===== src/rtl/snake_clk_seg.sv =====
// snake_clk_seg -- clock division and two-digit score display for the snake game.
//
// Purpose:
//   - CLK_div       : game-tick clock, half-period = max(speed_control,1) CLK cycles,
//                     programmable at runtime so the game can speed up.
//   - CLK_div1000HZ : scan clock, half-period SCAN_HALF = CLK_FREQ_HZ/(2*SCAN_HZ) (min 1).
//   - COM/bcd_out/SEG : two-digit BCD score multiplexed onto one active-low
//                     seven-segment bus; digit swaps on every scan-clock rise.
//
// Ports:
//   CLK            in   system clock, rising edge
//   RST            in   asynchronous active-high reset
//   speed_control  in   [31:0] game-tick half-period in CLK cycles (0 treated as 1)
//   score          in   [3:0] ones digit, BCD
//   tens_score     in   [3:0] tens digit, BCD
//   CLK_div        out  game-tick clock, 50% duty
//   CLK_div1000HZ  out  scan clock, 50% duty
//   COM            out  [1:0] active-low digit select: 2'b10 ones, 2'b01 tens
//   bcd_out        out  [3:0] digit currently shown
//   SEG            out  [7:0] active-low segments, SEG[0..6]=a..g, SEG[7]=dp (always off)
//
// Build option:
//   SEG_BLANK_LEAD_ZERO_EN - when defined, a tens digit of 0 is blanked (SEG=8'hFF)
//                            while the tens slot is selected; COM keeps cycling.

module snake_clk_seg #(
    parameter int CLK_FREQ_HZ = 50_000_000,
    parameter int SCAN_HZ     = 1000
) (
    input  logic        CLK,
    input  logic        RST,
    input  logic [31:0] speed_control,
    input  logic [3:0]  score,
    input  logic [3:0]  tens_score,
    output logic        CLK_div,
    output logic        CLK_div1000HZ,
    output logic [1:0]  COM,
    output logic [3:0]  bcd_out,
    output logic [7:0]  SEG
);

    localparam int SCAN_RAW  = CLK_FREQ_HZ / (2 * SCAN_HZ);
    localparam int SCAN_HALF = (SCAN_RAW < 1) ? 1 : SCAN_RAW;
    localparam logic [31:0] SCAN_LIM = 32'(SCAN_HALF - 1);

    localparam logic [1:0] COM_ONES = 2'b10;
    localparam logic [1:0] COM_TENS = 2'b01;

    logic [31:0] tcnt;
    logic [31:0] tick_lim;
    logic [31:0] scnt;
    logic        scan_wrap;
    logic        dsel;
    logic        dsel_nxt;

    // speed_control of 0 behaves like 1: toggle every cycle.
    assign tick_lim = (speed_control == 32'd0) ? 32'd0 : speed_control - 32'd1;

    // >= rather than == so lowering speed_control below the running count
    // toggles on the next edge instead of waiting for a 32-bit wrap.
    always_ff @(posedge CLK or posedge RST) begin
        if (RST) begin
            tcnt    <= 32'd0;
            CLK_div <= 1'b0;
        end else if (tcnt >= tick_lim) begin
            tcnt    <= 32'd0;
            CLK_div <= ~CLK_div;
        end else begin
            tcnt    <= tcnt + 32'd1;
        end
    end

    assign scan_wrap = (scnt >= SCAN_LIM);

    always_ff @(posedge CLK or posedge RST) begin
        if (RST) begin
            scnt          <= 32'd0;
            CLK_div1000HZ <= 1'b0;
        end else if (scan_wrap) begin
            scnt          <= 32'd0;
            CLK_div1000HZ <= ~CLK_div1000HZ;
        end else begin
            scnt          <= scnt + 32'd1;
        end
    end

    // Digit swaps on the edge where the scan clock goes 0->1, so each digit
    // stays lit for one full scan period. COM is loaded from the next dsel
    // so it moves on that same edge, in step with bcd_out.
    assign dsel_nxt = (scan_wrap && !CLK_div1000HZ) ? ~dsel : dsel;

    always_ff @(posedge CLK or posedge RST) begin
        if (RST) begin
            dsel <= 1'b0;
            COM  <= COM_ONES;
        end else begin
            dsel <= dsel_nxt;
            COM  <= dsel_nxt ? COM_TENS : COM_ONES;
        end
    end

    assign bcd_out = dsel ? tens_score : score;

    always_comb begin
        SEG = 8'hFF;
        case (bcd_out)
            4'd0:    SEG = 8'hC0;
            4'd1:    SEG = 8'hF9;
            4'd2:    SEG = 8'hA4;
            4'd3:    SEG = 8'hB0;
            4'd4:    SEG = 8'h99;
            4'd5:    SEG = 8'h92;
            4'd6:    SEG = 8'h82;
            4'd7:    SEG = 8'hF8;
            4'd8:    SEG = 8'h80;
            4'd9:    SEG = 8'h90;
            default: SEG = 8'hFF;
        endcase
`ifdef SEG_BLANK_LEAD_ZERO_EN
        if (dsel && (tens_score == 4'd0))
            SEG = 8'hFF;
`else
`endif
    end

endmodule


===== config.mk =====
export PLATFORM = sky130hd
export DESIGN_NAME = snake_clk_seg
export DESIGN_NICKNAME = d
export VERILOG_FILES = /design/src/rtl/snake_clk_seg.sv
export SDC_FILE = /design/constraint.sdc
export NUM_CORES = 1
export LEC_CHECK = 0
export CORE_MARGIN = 2
export CORE_UTILIZATION = 60
export DETAILED_ROUTE_END_ITERATION = 7
export GPL_TIMING_DRIVEN = 0
export PLACE_DENSITY = 0.94
export SLEW_MARGIN = 20
export SYNTH_ARGS = -nofsm -noshare
export SYNTH_HDL_FRONTEND = slang
export SYNTH_SLANG_ARGS = --single-unit

===== constraint.sdc =====
create_clock -name CLK -period 6.5 [get_ports CLK]
set_input_delay 0.65 -clock CLK [delete_from_list [all_inputs] [get_ports CLK]]
set_output_delay 0.65 -clock CLK [all_outputs]
set_load 0.05 [all_outputs]

# Yosys cells after proc, flatten, opt, wreduce, memory -nomap -nowiden
# Memories as Yosys holds them, arrays and structs flattened.
# Index checks and enable logic that the tools add are counted.
[totals]
wordCells = 24
input_bits = 42
reg_bits = 69
rom_bits = 112
out_inout_bits = 16
memories = 1
[memory_table]
columns = ["memory", "depth", "width", "rd", "rd_ports_with_merged_regs", "write_ports", "line", "rtl"]
rows = [
  ["(name not given)", 16, 7, 1, 0, 0, "106", "case (bcd_out)"],
]
[op_classes]
n_lt_le_gt_ge = 2
muxes = 6
bitwise_logic = 3
n_addsub = 3
reduce_logical = 3
[ops]
columns = ["op", "n"]
rows = [
  ["32-bit 2-to-1 mux", 3],
  ["32-bit by 1-bit adder with 32-bit output, second input constant", 2],
  ["32-bit by 15-bit >= comparator with 1-bit output, second input constant", 1],
  ["32-bit >= comparator", 1],
  ["32-bit zero test", 1],
  ["32-bit by 1-bit subtractor with 32-bit output, second input constant", 1],
  ["4-bit 2-to-1 mux", 1],
  ["1-bit inverter", 3],
  ["2-bit 2-to-1 mux", 1],
  ["1-bit logical AND", 1],
  ["1-bit zero test", 1],
  ["1-bit 2-to-1 mux", 1],
]

# Depth between registers and ports, before layout
# Gate-level depths: netlist of run 1.
[depth]
word_depth = 4
depth_mapped = 15

# Least setup slack after synthesis of run 1
# OpenSTA, ideal clock, no wires.
[synth_path]
kind = "input port to flip-flop"
start = "input port speed_control[8]"
end = "register tcnt[2]"
n_path_buf = 1
stages = 12
t_required_ns = 6.356
setup_slack_ns = 2.599
arrival_ns = 3.758
setup_ns = 0.144
path_cell_list = "or4_4 > or4b_4 > nor3_2 > xor2_1 > nand2_1 > ha_1 > nand4_1 > nor3_1 > or4b_1 > a31oi_2 > buf_2 > nor3_1"
[synth_via]
elab_chain_len = 4
word_cells_on_any_way = 5
cone_classes = "add/sub: 1; order compare: 1; mux: 2; reduce/logical: 1"
[synth_lines]
columns = ["item", "line", "rtl"]
rows = [
  ["start: declaration", "32", "input logic [31:0] speed_control,"],
  ["32-bit by 1-bit subtractor with 32-bit output or 32-bit zero test (tied branches)", "57", "assign tick_lim = (speed_control == 32'd0) ? 32'd0 : speed_control - 32'd1;"],
  ["32-bit 2-to-1 mux (*)", "57", ""],
  ["32-bit >= comparator (*)", "65", "end else if (tcnt >= tick_lim) begin"],
  ["32-bit 2-to-1 mux (*)", "65", ""],
  ["end signal: assignment", "69", "tcnt <= tcnt + 32'd1;"],
  ["end: declaration", "49", "logic [31:0] tcnt;"],
]
# Mark *: on every way between the ends. The rest lies on a longest branch, timed or not.
# A chain may end at the register's enable or synchronous reset.

# Worst setup path after layout of run 1
[layout_path]
start = "input port speed_control[0]"
end = "register tcnt[21]"
# Same word-level chain as after synthesis.

==> flow_summary.json, run 1 <==
{
  "seq_area_frac_synth": 0.3608,
  "tritoncts": "built",
  "synth_cell_types": 58,
  "whs_path_depth": 1,
  "cap_violations": 0,
  "via_per_inst": 6.100,
  "maxSlewViolCount": 0,
  "end_kind": "register",
  "synthAdderAreaFrac": 0.1087,
  "core_um2": 7687,
  "worstPathRequired_ps": 6730,
  "die_width_um": 92.69,
  "ir_drop_v": 0.0001421,
  "skew_ps": 15.07,
  "grt_first_pass_wirelength_um": 18930,
  "grt_pass1_vias": 4295,
  "drt-total-wl_um": 11410,
  "hold_path.class": "reg -> reg",
  "synthCells": 518,
  "hold_viol": 0,
  "synthSimpleGateAreaFrac": 0.2728,
  "cts_resized": 0,
  "synth_edf_count": 0,
  "root_buffer": "clkbuf_8",
  "grt-ovfl-total": 0,
  "post-route-util": 0.7433,
  "rrSetupSlack_ps": 3910,
  "regToRegStartpoint": "tcnt[25]",
  "final_cells": 709,
  "ios": 58,
  "critPathKind": "in -> reg",
  "clock_latency_ps": 340,
  "clk_pin_slew_ps": 80,
  "r2r-end": "tcnt[21]",
  "gp_congestion": 0.8668,
  "layout_commonest_cell": "dfrtp_1",
  "arrival_ps": 5020,
  "ys.flop_type": "dfrtp_1",
  "outcome": "complete, no violations",
  "finalSetupViolCount": 0,
  "p_per_area_nw_per_um2": 217.1,
  "fin_area_um2": 5714,
  "post-route-min-period_ps": 4791,
  "rr_worst_depth": 7,
  "muxShareOfSynthArea": 0.01485,
  "die_h_um": 92.69,
  "grt_start_max_net_pins": 64,
  "synth_warnings": 0,
  "worst_pin_slew_ps": 687.9,
  "critical-path-max-stage-delay_ps": 590,
  "port_buffers": 56,
  "area_growth_syn_to_layout_pct": 21.08,
  "hp-start": "scnt[0]",
  "antenna_found_initial": 0,
  "synth_compound_area_frac": 0.07238,
  "critPathMaxFanout": 10,
  "num_vias": 4325,
  "drive_gt1_frac": 0.07084,
  "clockBufferDepth": 2,
  "startpoint_type": "primary input",
  "fmax_mhz": 208.7,
  "drt_iter0_markers": 282,
  "tns_ps": 0,
  "dieArea_um2": 8591,
  "cp_slowest_cell": "or4b_2",
  "dpl.cell_count": 693,
  "cts_hold_buf": 0,
  "synthXorXnorAreaFrac": 0.1299,
  "crit_chain": "clkdlybuf4s50_1 -> inv_1 -> ha_1 -> or4b_2 -> clkbuf_1 -> nor4_1 -> nand3_1 -> xnor2_1 -> nand2_1 -> ha_1 -> nand4_1 -> inv_1 -> a221oi_1 -> o31ai_1 -> clkbuf_1 -> nor3_1",
  "final_nets": 685,
  "routedWlPerCell_um": 16.09,
  "h-tree-depth": 3,
  "cts_made_buffers": 9,
  "rsz0062_at_grt": "false",
  "track_usage": 0.2785,
  "ys_ff_latch": 68,
  "synth.avg_cell_area_um2": 9.111,
  "drc": 0,
  "start_util": 0.6139,
  "fin_total_pwr_mw": 1.240,
  "first_pass_iters": 5,
  "path_buf_inv": 5,
  "power.leakage_nw": 2.549,
  "synth_area_um2": 4720,
  "critical-path-top-delay-family": "simple AND/OR/NAND/NOR gates",
  "clock-sinks": 68,
  "num_antenna_cells": 0,
  "cts_setup_buffers": 0,
  "hpwl_um": 8808,
  "synthArstFlopShare": 1.000,
  "synth_top_family_by_area": "simple AND/OR/NAND/NOR gates",
  "max-slew-margin-rel": 0.5375,
  "hold_end": "scnt[0]",
  "placed_area_um2": 5498,
  "rows": 32,
  "ant_nets": 0,
  "fin_crit_sh": 0.7371,
  "final_cell_mix": "dfrtp_1 (67), nand2_1 (56), clkdlybuf4s50_1 (56)"
}
## where the power goes
group          switching (mW)  internal (mW)
Combinational           0.186          0.145
Sequential             0.0620          0.474
Clock                   0.149          0.225
Total                   0.397          0.843
## flip-flops by register name (all words and copies together) (netlist names)
register	flops
scnt	32
tcnt	32
COM	2
CLK_div	1
CLK_div1000HZ	1
## stage by stage
stage | hold slack (ps) | worst slack (ps)
CTS | 532.4 | 1821
global placement | 499.5 | 1741
detailed placement | 522.0 | 1477
finish | 530.3 | 1709
floorplan | 469.0 | 2599
global route | 525.1 | 1400
## kinds of logic after synthesis
| family | Yosys count |
|---|---|
| other | 2 |
| DFF | 68 |
| xor gates and xnor gates | 70 |
| AOI/OAI and AO/OA | 52 |
| muxes | 7 |
| buffers and inverters | 39 |
| and+or+nand+nor | 239 |
| adders and majority gates | 41 |
## worst reg2reg max path, delay by kind of cell (launching register included)
kind                     cells  cell delay (ps)
buffers and inverters        1              310
AND/OR/NAND/NOR              1              310
AO/OA/AOI/OAI                4             1070
adder cells (fa/ha/maj)      1              340
flip-flops                   1              450
## cell type report
cell class                 instances  area [µm²]
fill                             512        1973
buffer                            22       120.1
clock inverter                     5       75.07
sequential                        68        1703
inverter                          17       66.31
multi-input combinational        427        2893
timing repair buffer              57       588.1
clock buffer                      11       141.4
tap                              102       127.6
## worst max-delay path by stage
stage	startpoint	to	slack [ps]	depth (start not counted)
floorplan	speed_control[8]	tcnt[2]	2600	12
global placement	speed_control[0]	tcnt[28]	1740	16
detailed placement	speed_control[0]	tcnt[21]	1480	16
CTS	speed_control[0]	tcnt[0]	1820	16
global route	speed_control[0]	tcnt[16]	1400	16
finish	speed_control[0]	tcnt[21]	1710	16
## Yosys cell counts (2+ instances only)
| library cell | number | area, µm² |
|---|---|---|
| dfrtp_1 | 67 | 1677 |
| nand2_1 | 56 | 210.2 |
| nor3_1 | 46 | 230.2 |
| ha_1 | 41 | 513.0 |
| xnor2_1 | 39 | 341.6 |
| nor2_1 | 31 | 116.4 |
| xor2_1 | 31 | 271.5 |
| nand3_1 | 23 | 115.1 |
| a21oi_1 | 22 | 110.1 |
| nand4_1 | 20 | 125.1 |
| inv_1 | 16 | 60.06 |
| nor4_1 | 13 | 81.33 |
| and3_1 | 11 | 68.82 |
| clkbuf_1 | 11 | 41.29 |
| and4_1 | 8 | 70.07 |
| o21ai_0 | 8 | 40.04 |
| mux2i_1 | 7 | 70.07 |
| buf_2 | 6 | 30.03 |
| nor3b_1 | 4 | 30.03 |
| buf_6 | 3 | 33.78 |
| nand2b_1 | 3 | 18.77 |
| nor3_2 | 3 | 30.03 |
| or3_1 | 3 | 18.77 |
| or4_1 | 3 | 22.52 |
| a221oi_1 | 2 | 17.52 |
| a31oi_1 | 2 | 12.51 |
| and2_1 | 2 | 12.51 |
| buf_4 | 2 | 15.01 |
| conb_1 | 2 | 7.510 |
| nand4b_1 | 2 | 17.52 |
| o31a_1 | 2 | 17.52 |
| o31ai_1 | 2 | 15.01 |
| or4_4 | 2 | 22.52 |
## per-layer routing
metal,wire length [µm],up-vias,global-route usage
met5,0,-,0
met3,652,46,0.07811
li1,-,2017,-
met4,385,0,0.1176
met1,4425,2097,0.3211
met2,5942,165,0.4860
(Power assumes the default switching activity.)
==> run 2: changes to the inputs <==
--- a/config.mk
+++ b/config.mk
@@ -6,10 +6,10 @@
 export NUM_CORES = 1
 export LEC_CHECK = 0
 export CORE_MARGIN = 2
-export CORE_UTILIZATION = 60
+export CORE_UTILIZATION = 57
 export DETAILED_ROUTE_END_ITERATION = 7
 export GPL_TIMING_DRIVEN = 0
-export PLACE_DENSITY = 0.94
+export PLACE_DENSITY = 0.9
 export SLEW_MARGIN = 20
 export SYNTH_ARGS = -nofsm -noshare
 export SYNTH_HDL_FRONTEND = slang
==> constraint.sdc (replaced) <==
create_clock -name CLK -period 4.9 [get_ports CLK]
set_input_delay 0.49 -clock CLK [delete_from_list [all_inputs] [get_ports CLK]]
set_output_delay 0.49 -clock CLK [all_outputs]
set_load 0.05 [all_outputs]
==> run 2 against run 1 <==
  * Sequential share of layout area grew 0.059 points
  * Clock-buffer cell count down 1
  * Register-to-register slack lost 1600 ps
  * Worst hold slack worse by 41 ps
  * Clock skew is 4.7 ps lower
  * Setup slack lost 1300 ps
  * Via count fell by 1.9%
  * Final area is 0.20% lower
  * Combinational power up 27%
  * Wire length down 5.5%
  * Total power grew 30%
  * Clock power grew 29%
  * Largest power group unchanged
  * Highest routed layer unchanged
==> flow_summary.json, run 2 (synthesis gave the netlist of run 1 again) <==
{
  "cts_made_buffers": 9,
  "first_pass_iters": 5,
  "startpoint_type": "primary input",
  "final_cell_mix": "dfrtp_1 (67), nand2_1 (56), clkdlybuf4s50_1 (56)",
  "root_buffer": "clkbuf_8",
  "end_kind": "register",
  "tritoncts": "built",
  "clockBufferDepth": 2,
  "clk_pin_slew_ps": 80,
  "dieArea_um2": 9024,
  "clock-sinks": 68,
  "critical-path-max-stage-delay_ps": 610,
  "h-tree-depth": 3,
  "rows": 33,
  "pwr-share-seq": 0.440,
  "routedWlPerCell_um": 15.13,
  "port_buffers": 56,
  "final_nets": 685,
  "track_usage": 0.2461,
  "drc": 0,
  "worstPathRequired_ps": 5150,
  "whs_ps": 489.4,
  "hpwl_um": 8249,
  "ant_nets": 0,
  "fmax_mhz": 220.5,
  "grt-ovfl-total": 0,
  "gp_congestion": 0.8685,
  "cap_violations": 0,
  "grt_start_max_net_pins": 38,
  "worst_pin_slew_ps": 717.6,
  "switching_share": 0.3367,
  "die_h_um": 95.00,
  "p_per_area_nw_per_um2": 282.9,
  "biggestRegsByFlops": "scnt (32), tcnt (32), COM (2)",
  "crit_chain": "clkdlybuf4s50_1 -> inv_1 -> ha_1 -> or4b_2 -> clkbuf_1 -> nor4_1 -> nand3_1 -> xnor2_1 -> nand2_1 -> ha_1 -> nand4_1 -> inv_1 -> a221oi_1 -> o31ai_1 -> clkbuf_1 -> nor3_1",
  "max-slew-margin-rel": 0.5175,
  "skew_ps": 10.39,
  "area_growth_syn_to_layout_pct": 20.84,
  "fin_crit_sh": 0.9254,
  "arrival_ps": 4790,
  "layout_commonest_cell": "dfrtp_1",
  "grt_pass1_vias": 4009,
  "grt_first_pass_wirelength_um": 17500,
  "critPathKind": "in -> reg",
  "cts_setup_buffers": 0,
  "hold_path.class": "in -> async",
  "maxSlewViolCount": 0,
  "ir_drop_v": 0.0001721,
  "comb_power_share": 0.261,
  "num_antenna_cells": 0,
  "power.net_switching_uw": 543.2,
  "cp_slowest_cell": "or4b_2",
  "power.internal_mw": 1.070,
  "clock_latency_ps": 350,
  "antenna_found_initial": 0,
  "power.leakage_nw": 2.532,
  "critPathMaxFanout": 10,
  "drt-total-wl_um": 10780,
  "die_width_um": 95.00,
  "hold_viol": 0,
  "cts_hold_buf": 0,
  "post-route-min-period_ps": 4534,
  "core_um2": 8134,
  "cts_resized": 0,
  "ios": 58,
  "tns_ps": 0,
  "outcome": "complete, no violations",
  "via_per_inst": 5.958,
  "drive_gt1_frac": 0.07249,
  "start_util": 0.5802,
  "rsz0062_at_grt": "false",
  "num_vias": 4242,
  "clkPwrFrac": 0.299,
  "finalSetupViolCount": 0,
  "drt_iter0_markers": 318
}
[run 2: changes by cell type in the layout (fill, tap and decap cells not counted)]
cell and delta:
clkinvlp_4 +2, inv_6 +2, buf_12 +1, clkbuf_1 -1, clkinv_4 +1, bufinv_16 -1, clkinv_2 -3, buf_16 -1
[run 2: stage by stage]
stage	util	std cells	worst slack (ps)	instance area, µm²	total power [mW]
global route	0.7011	712	107.3	5703	1.705
detailed placement	0.6754	696	66.57	5494	1.135
floorplan	-	534	1159	4780	0.9830
CTS	0.7011	712	443.6	5703	1.618
finish	0.7011	712	365.6	5703	1.613
global placement	0.6727	695	273.2	5472	1.100
[run 2: cell type report]
| class | instances | area, µm² |
|---|---|---|
| multi-input cells | 427 | 2893 |
| fillers | 597 | 2431 |
| flip-flops and latches | 68 | 1703 |
| repair buffers | 57 | 580.6 |
| clock buffers | 10 | 137.6 |
| well taps | 105 | 131.4 |
| plain buffers | 22 | 120.1 |
| clock inverters | 6 | 71.32 |
| inverters | 17 | 66.31 |
[run 2: metal layers]
metal  wire length, µm  track usage  up-vias  share of wire
li1                  -            -     2015              -
met1              4558       0.2984     2092           0.42
met2              5577       0.4397      119           0.52
met3               512      0.05507       16          0.048
met4               125      0.06643        0          0.012
met5                 0            0        -              0
[run 2: worst paths after layout]
path | startpoint | endpoint | slack [ps] | cells past startpoint
worst min register to register | scnt[0] | scnt[0] | 510 | 1
worst max register to register | tcnt[15] | tcnt[22] | 2280 | 7
worst min-delay path | RST | scnt[30] | 490 | 2
worst max-delay path | speed_control[0] | tcnt[22] | 370 | 16
min in group CLK | scnt[0] | scnt[0] | 510 | 1
max in group asynchronous | RST | COM[1] | 3840 | 3
[run 2: power groups by stage]
| stage | Sequential (mW) | Clock, mW | Combinational [mW] |
|---|---|---|---|
| finish | 0.711 | 0.482 | 0.420 |
| global route | 0.718 | 0.514 | 0.472 |
| global placement | 0.713 | 0 | 0.386 |
| CTS | 0.708 | 0.491 | 0.420 |
| detailed placement | 0.718 | 0 | 0.417 |
| floorplan | 0.710 | 0 | 0.273 |
[run 2: worst max-delay path: cells and delay by family]
family,cells,cell delay [ps]
simple gates,6,1670
buf+inv,5,1220
fa+ha+maj,2,500
xor+xnor,1,140
compound gates,2,750
==> run 3: changes to the inputs <==
--- a/config.mk
+++ b/config.mk
@@ -9,6 +9,7 @@
 export CORE_UTILIZATION = 57
 export DETAILED_ROUTE_END_ITERATION = 7
 export GPL_TIMING_DRIVEN = 0
+export HOLD_SLACK_MARGIN = 0.08
 export PLACE_DENSITY = 0.9
 export SLEW_MARGIN = 20
 export SYNTH_ARGS = -nofsm -noshare
==> results of run 3 <==
Same layout as run 2: the final DEF is identical, and so are final timing and power.
